## src/rtl/sau_4o_serial.sv

```systemverilog
// Serial 4-input odd-part butterfly of the 8-point DCT-2: accumulates o[0..3]
// against the 89/75/50/18 matrix with shift-add products, then rounds and saturates.
module sau_4o_serial #(
  parameter int IN_W  = 19,
  parameter int OUT_W = 27
) (
  input  logic                    clk,
  input  logic                    rst_n,
  input  logic                    clr,
  input  logic                    in_valid,
  output logic                    in_ready,
  input  logic signed [IN_W-1:0]  in_data,
  input  logic [3:0]              in_shift,
  output logic                    out_valid,
  input  logic                    out_ready,
  output logic signed [OUT_W-1:0] y1,
  output logic signed [OUT_W-1:0] y3,
  output logic signed [OUT_W-1:0] y5,
  output logic signed [OUT_W-1:0] y7
);

  localparam int ACC_W = IN_W + 9;

  localparam logic signed [ACC_W:0] SAT_MAX = {{(ACC_W-OUT_W+2){1'b0}}, {(OUT_W-1){1'b1}}};
  localparam logic signed [ACC_W:0] SAT_MIN = ~SAT_MAX;

  typedef enum logic [1:0] {
    ACC = 2'd0,
    RND = 2'd1,
    OUT = 2'd2
  } state_t;

  state_t                   r_state;
  logic [1:0]               r_cnt;
  logic [3:0]               r_shift;
  logic signed [ACC_W-1:0]  r_acc [4];
  logic signed [OUT_W-1:0]  r_y   [4];
  logic                     r_out_valid;

  logic signed [ACC_W-1:0]  w_x, w_x9, w_x25, w_x18, w_x50, w_x75, w_x89;
  logic signed [ACC_W-1:0]  w_term [4];
  logic                     w_accept;

  // One extra bit of headroom so the rounding bias can never wrap.
  function automatic logic signed [OUT_W-1:0] rnd_sat(input logic signed [ACC_W-1:0] acc,
                                                     input logic [3:0] s);
    logic signed [ACC_W:0] t;
    logic signed [ACC_W:0] b;
    b    = '0;
    b[0] = 1'b1;
    t    = {acc[ACC_W-1], acc};
    if (s != 4'd0) begin
      b = b << (s - 4'd1);
      t = (t + b) >>> s;
    end
    if (t > SAT_MAX)      t = SAT_MAX;
    else if (t < SAT_MIN) t = SAT_MIN;
    return t[OUT_W-1:0];
  endfunction

  assign w_x   = ACC_W'(in_data);
  assign w_x9  = w_x + (w_x <<< 3);
  assign w_x25 = w_x9 + (w_x <<< 4);
  assign w_x18 = w_x9 <<< 1;
  assign w_x50 = w_x25 <<< 1;
  assign w_x75 = (w_x25 <<< 2) - w_x25;
  assign w_x89 = w_x25 + (w_x <<< 6);

  // Column k of the symmetric odd matrix, selected by the sample index.
  always_comb begin
    w_term[0] = w_x89;
    w_term[1] = w_x75;
    w_term[2] = w_x50;
    w_term[3] = w_x18;
    case (r_cnt)
      2'd1: begin
        w_term[0] = w_x75;
        w_term[1] = -w_x18;
        w_term[2] = -w_x89;
        w_term[3] = -w_x50;
      end
      2'd2: begin
        w_term[0] = w_x50;
        w_term[1] = -w_x89;
        w_term[2] = w_x18;
        w_term[3] = w_x75;
      end
      2'd3: begin
        w_term[0] = w_x18;
        w_term[1] = -w_x50;
        w_term[2] = w_x75;
        w_term[3] = -w_x89;
      end
      default: ;
    endcase
  end

  assign in_ready  = (r_state == ACC) && !clr;
  assign w_accept  = in_valid && in_ready;
  assign out_valid = r_out_valid;
  assign y1        = r_y[0];
  assign y3        = r_y[1];
  assign y5        = r_y[2];
  assign y7        = r_y[3];

  always_ff @(posedge clk or negedge rst_n) begin
    if (!rst_n) begin
      r_state     <= ACC;
      r_cnt       <= 2'd0;
      r_shift     <= 4'd0;
      r_out_valid <= 1'b0;
      for (int i = 0; i < 4; i++) begin
        r_acc[i] <= '0;
        r_y[i]   <= '0;
      end
    end else if (clr) begin
      r_state     <= ACC;
      r_cnt       <= 2'd0;
      r_out_valid <= 1'b0;
    end else begin
      case (r_state)
        ACC: begin
          if (w_accept) begin
            for (int i = 0; i < 4; i++) begin
              if (r_cnt == 2'd0) r_acc[i] <= w_term[i];
              else               r_acc[i] <= r_acc[i] + w_term[i];
            end
            if (r_cnt == 2'd0) r_shift <= in_shift;
            if (r_cnt == 2'd3) begin
              r_cnt   <= 2'd0;
              r_state <= RND;
            end else begin
              r_cnt <= r_cnt + 2'd1;
            end
          end
        end
        RND: begin
          for (int i = 0; i < 4; i++) r_y[i] <= rnd_sat(r_acc[i], r_shift);
          r_out_valid <= 1'b1;
          r_state     <= OUT;
        end
        OUT: begin
          if (out_ready) begin
            r_out_valid <= 1'b0;
            r_state     <= ACC;
          end
        end
        default: begin
          r_state     <= ACC;
          r_cnt       <= 2'd0;
          r_out_valid <= 1'b0;
        end
      endcase
    end
  end

endmodule

```

## config.mk

```make
export PLATFORM = sky130hd
export DESIGN_NAME = sau_4o_serial
export DESIGN_NICKNAME = d
export VERILOG_FILES = /design/src/rtl/sau_4o_serial.sv
export SDC_FILE = /design/constraint.sdc
export NUM_CORES = 1
export LEC_CHECK = 0
export ABC_AREA = 1
export BUFFER_PORTS_ARGS = -buffer_cell sky130_fd_sc_hd__buf_2
export CORE_AREA = 2 2 339 341
export CTS_CLUSTER_DIAMETER = 30
export CTS_CLUSTER_SIZE = 28
export DETAILED_ROUTE_END_ITERATION = 6
export DIE_AREA = 0 0 341 343
export HOLD_SLACK_MARGIN = 0.12
export PLACE_DENSITY = 0.45
export SLEW_MARGIN = 10
export SYNTH_ARGS = -nofsm -noshare
export SYNTH_HDL_FRONTEND = slang
export SYNTH_SLANG_ARGS = --single-unit
```

## constraint.sdc

```tcl
create_clock -name clk -period 9.9 [get_ports clk]
set_clock_uncertainty 0.15 [all_clocks]
set_input_delay 0.99 -clock clk [delete_from_list [all_inputs] [get_ports clk]]
set_output_delay 0.99 -clock clk [all_outputs]
set_load 0.01 [all_outputs]
```

[Yosys cells after proc, flatten, opt, wreduce, memory -nomap -nowiden]
Index checks and enable logic that the tools add are counted.
Word-level totals
  bits in registers: 229
  output and inout port bits: 110
  logic and storage cells: 103
Operators by class
  $add $sub $neg: 17
  $lt $le $gt $ge: 8
  equality and inequality tests: 10
  shifts and indexed selects: 5
  muxes and demuxes: 37
  bitwise gates (word level): 1
  reductions and logical operators: 13
Operators by type and width (count)
  $mux W29: 12
  $pmux W112 S3: 1
  $mux W27: 8
  $add A28 B29 Y29: 4
  $gt A29 B27 Y1 const B: 4
  $lt A29 B27 Y1 const B: 4
  $sshr A29 B4 Y29: 4
  $add A28 B28 Y28: 4
  $mux W28: 4
  $shl A1 B4 Y29 const A: 1
  $neg A24 Y28: 1
  $neg A25 Y28: 1
  $neg A26 Y28: 1
  $sub A26 B24 Y27: 1
  $add A24 B25 Y26: 1
  $add A23 B23 Y24: 1
  $add A19 B22 Y23: 1
  $mux W2: 7
  $eq A2 B2 Y1 const B: 3
  $ne A3 B3 Y1 const B: 2
  $pmux W2 S3: 1
  $reduce_and A2 Y1: 3
  $reduce_and A3 Y1: 2
  $eq A2 B1 Y1 const B: 2
  other kinds (15): 18

[Logic depth before layout (Yosys ltp)]
  depth after elaboration: 10
  gate-level depth with buffers: 55
  depth with buffers taken out: 55

[Least setup slack after synthesis]
No wires, ideal clock.
  path type: input to register
  from: input port in_data[0]
  to: register r_acc[82] (netlist name)
  setup time: 66 ps
  data arrival time: 7104 ps
  setup slack: 2581 ps
  stages: 42
  buffers on the path: 0
  cell sequence: ha_1 -> fa_1 -> nand2_1 -> inv_1 -> nor2_1 -> inv_1 -> fa_1 -> xnor2_1 -> ha_1 -> inv_1 -> fa_1 -> inv_1 -> nand2_1 -> a21oi_1 -> xor2_1 -> nor2_1 -> nand4_1 -> nor2_1 -> [... 6 more ...] -> a21oi_1 -> ha_1 -> nand2_1 -> nor2_1 -> nor3b_1 -> nand4_1 -> nand3_1 -> nand3_1 -> nand2_1 -> nand2_1 -> nand2_1 -> a21o_1 -> nand2_1 -> a21oi_1 -> nor2_1 -> nand2_1 -> nand3_1 -> nand2_1
On the way
  longest elaborated chain between the ends: 7
  elaborated cells between the ends (all ways): 10
  those cells by class: 8 x add/sub; 2 x mux
RTL lines
  start: declaration: line 12  | input logic signed [IN_W-1:0] in_data,
  $add A19 B22 Y23: line 62  | assign w_x9 = w_x + (w_x <<< 3);
  $add A23 B23 Y24: line 63  | assign w_x25 = w_x9 + (w_x <<< 4);
  $add A24 B25 Y26: line 67  | assign w_x89 = w_x25 + (w_x <<< 6);
  $neg A26 Y28: line 84  | w_term[1] = -w_x89;
  $pmux W112 S3 *: line 75  | case (r_cnt)
  $add A28 B28 Y28: line 126  | else r_acc[i] <= r_acc[i] + w_term[i];
  $mux W28 *: line 125  | if (r_cnt == 2'd0) r_acc[i] <= w_term[i];
  end signal: indexed assignment: line 125
  end signal: indexed assignment: line 126
  end: declaration: line 36  | logic signed [ACC_W-1:0] r_acc [4];
Every way passes the cells marked *; elsewhere a longest branch is shown, timed or not.
A chain may end at the register's enable or synchronous reset.

[Final worst setup path]
  from: input port in_data[0]
  to: register r_acc[55] (netlist name)
On the way
  longest elaborated chain between the ends: 7
  elaborated cells between the ends (all ways): 8
  those cells by class: 6 x add/sub; 2 x mux
RTL lines
  $add A19 B22 Y23: line 62
  $add A23 B23 Y24: line 63
  $add A24 B25 Y26: line 67
  $neg A26 Y28: line 79  | w_term[2] = -w_x89;
  $pmux W112 S3 *: line 75
  $add A28 B28 Y28: line 126
  $mux W28 *: line 125
Marks and branches as above.

==> metrics.txt <==
number of distinct library cells after synthesis 64; Largest stage delay, worst path 0.53 ns; Die ar. 117000 µm²; Synth top area share 0.169; CTS buffer count 68; Syn Inst Count 5708; setup bufs post-CTS 0; initial antenna violation count 2; gpl congestion 0.979; area leader, netlist dfrtp_1; WP data arrival 9.39 ns; maximum root-to-sink buffer count 3; Slew HR 0.232; drt via density 5.45; ys flop type dfrtp_1; final net count 6122; Pre-antenna DRT Iters 6; WL/cell 22.7 µm; Clock Sinks 229; H-Tree Depth 3; layout cells sized above 1 0.0850; Yosys reg bits 229; Global Route Usage Sum 0.279; CP Class input port to flip-flop; post-synth net total 6014; critical path endpoint category flip-flop; WL final 167000 µm; setup TNS 0 ns; post-synthesis sequential area ratio 0.169; total gr overflow 0; DP HPWL 136000 µm; Core Rows 124; via count 40265; fin crit share 0.916; Cell Area, Synth 33800 µm²; clock transition at the registers of the reported paths 0.04 ns; I/O pin cnt 138; post-CTS sizing 0; final hold vios 0; Area growth syn-to-layout 14.8%; critical path peak fanout 10; CTS tree yes; Ys Warns 0; Starting Density 0.298; Fill cells 12849; number of global-route vias before repair 37850; post-route ant nets 0; CTS Hold Bufs 0; Slew @ Worst Pin 1.15 ns; Die Span Y 343 µm; CP dominant cell by count nand2_1; maximum clock rate 110 MHz; worst hold path class input port to async pin; final setup violation count 0; RSZ-0062 raised after global routing false; DRC viols 0; # Max-Cap Violations 0; Worst-Skew Late Latency 0.64 ns; Crit path required time 10.22 ns; Slew Viols, Final 0; status complete, no violations; fin crit period 9.07 ns; syn_area_per_cell 5.92 µm²; maximum number of pins on one net before global-route repair 107; Async SR Flop Fraction 1.00; Worst setup SP type input port; DRT iter0 DRCs 3841; Root Driver clkbuf_16; Die X 341 µm; Port Buf Inserts 137; first-pass GRT wire length 247000 µm; core area 113000 µm²; EDFF count, synth 0; top post-synthesis cells by area dfrtp_1 (17%), nand2_1 (16%), nand3_1 (12%); CP max stage cell nor3b_1
==> synth_stat cells, drive strengths merged, types with 12 or more instances <==
cell	n
nand2	1485
nand3	850
nor2	582
inv	552
a21oi	458
o21ai	368
ha	267
dfrtp	229
clkbuf	147
xor2	131
buf	73
nand4	69
o211ai	60
nor3	54
xnor2	48
a31oi	36
nand3b	35
or2	30
a21o	25
a41oi	24
o31ai	23
nor4	20
o22ai	20
o21a	17
o21bai	17
a221oi	12
==> layer usage <==
layer	share of wire	vias up	track usage
met1	0.46	18928	0.393
met5	0.00016	-	0
li1	-	19598	-
met3	0.064	249	0.0342
met4	0.044	4	0.119
met2	0.43	1486	0.429
==> kinds of logic (layout without fill, tap and decap cells) <==
kind of cell	Yosys count	in the layout	synth area share
and+or+nand+nor	3131	3131	0.399
AOI/OAI and AO/OA	1112	1112	0.188
buffers and inverters	775	936	0.0878
adders and majority gates	278	278	0.105
DFF	229	229	0.169
xor gates and xnor gates	179	179	0.0493
muxes	4	4	0.00118
other	0	1	0
==> final timing paths <==
kind                       startpoint          to  slack, ns  cells past startpoint
setup / recovery           in_data[0]   r_acc[55]       0.83                     46
hold / removal                  rst_n      y5[23]       0.19                      1
setup reg to reg           r_shift[0]      y7[17]       3.31                     24
hold reg to reg                y3[26]      y3[26]       0.33                      2
max in group asynchronous       rst_n  r_shift[0]       8.05                      2
min in group clk               y3[26]      y3[26]       0.33                      2
==> state kept, by name, summed over array words and instances, names as in the netlist <==
register   flops
r_cnt          2
r_state        2
y7            27
y3            27
out_valid      1
r_shift        4
y1            27
y5            27
r_acc        112
==> final cells by class <==
type	instances	area [µm²]	share of cell area
Multi-Input combinational cell	4704	25200	0.648
Sequential cell	229	5740	0.148
Inverter	555	2090	0.0539
Clock buffer	88	1900	0.0489
Tap cell	1512	1890	0.0487
Timing Repair Buffer	258	1620	0.0417
Clock inverter	35	413	0.0106
Antenna cell	1	2.50	0.0000645
==> critical path, delay by kind of cell <==
family / cells / cell delay, ns
adder cells (fa/ha/maj): 5 / 1.82
AND/OR/NAND/NOR: 25 / 3.66
buffers and inverters: 6 / 0.87
AO/OA/AOI/OAI: 9 / 1.59
XOR/XNOR: 1 / 0.41
==> cells in the final DEF (no fill, tap or decap), types with 23 or more instances in the layout <==
cell type / count
a21o_1: 25
a21oi_1: 456
a31oi_1: 36
a41oi_1: 24
buf_2: 136
buf_4: 120
clkbuf_16: 69
dfrtp_1: 225
ha_1: 263
inv_1: 530
nand2_1: 1469
nand3_1: 842
nand3b_1: 35
nand4_1: 68
nor2_1: 561
nor3_1: 48
o211ai_1: 60
o21ai_0: 349
o31ai_1: 23
or2_2: 27
xnor2_1: 46
xor2_1: 126
==> stage by stage <==
step / cell area, µm² / hold slack (ns) / setup WS, ns / utilization / cells
6_report: 38800 / 0.192 / 0.828 / 0.342 / 7382
5_1_grt: 38800 / 0.225 / 0.217 / 0.342 / 7381
4_1_cts: 38800 / 0.186 / 0.884 / 0.342 / 7381
3_5_place_dp: 36500 / 0.325 / 0.249 / 0.322 / 7258
3_3_place_gp: 36500 / 0.334 / 0.254 / 0.322 / 7258
2_1_floorplan: 33800 / 0.328 / 2.58 / - / 5708
Power is not shown: default switching activity piles up to over one toggle a cycle in this logic, so the estimate is an artifact.
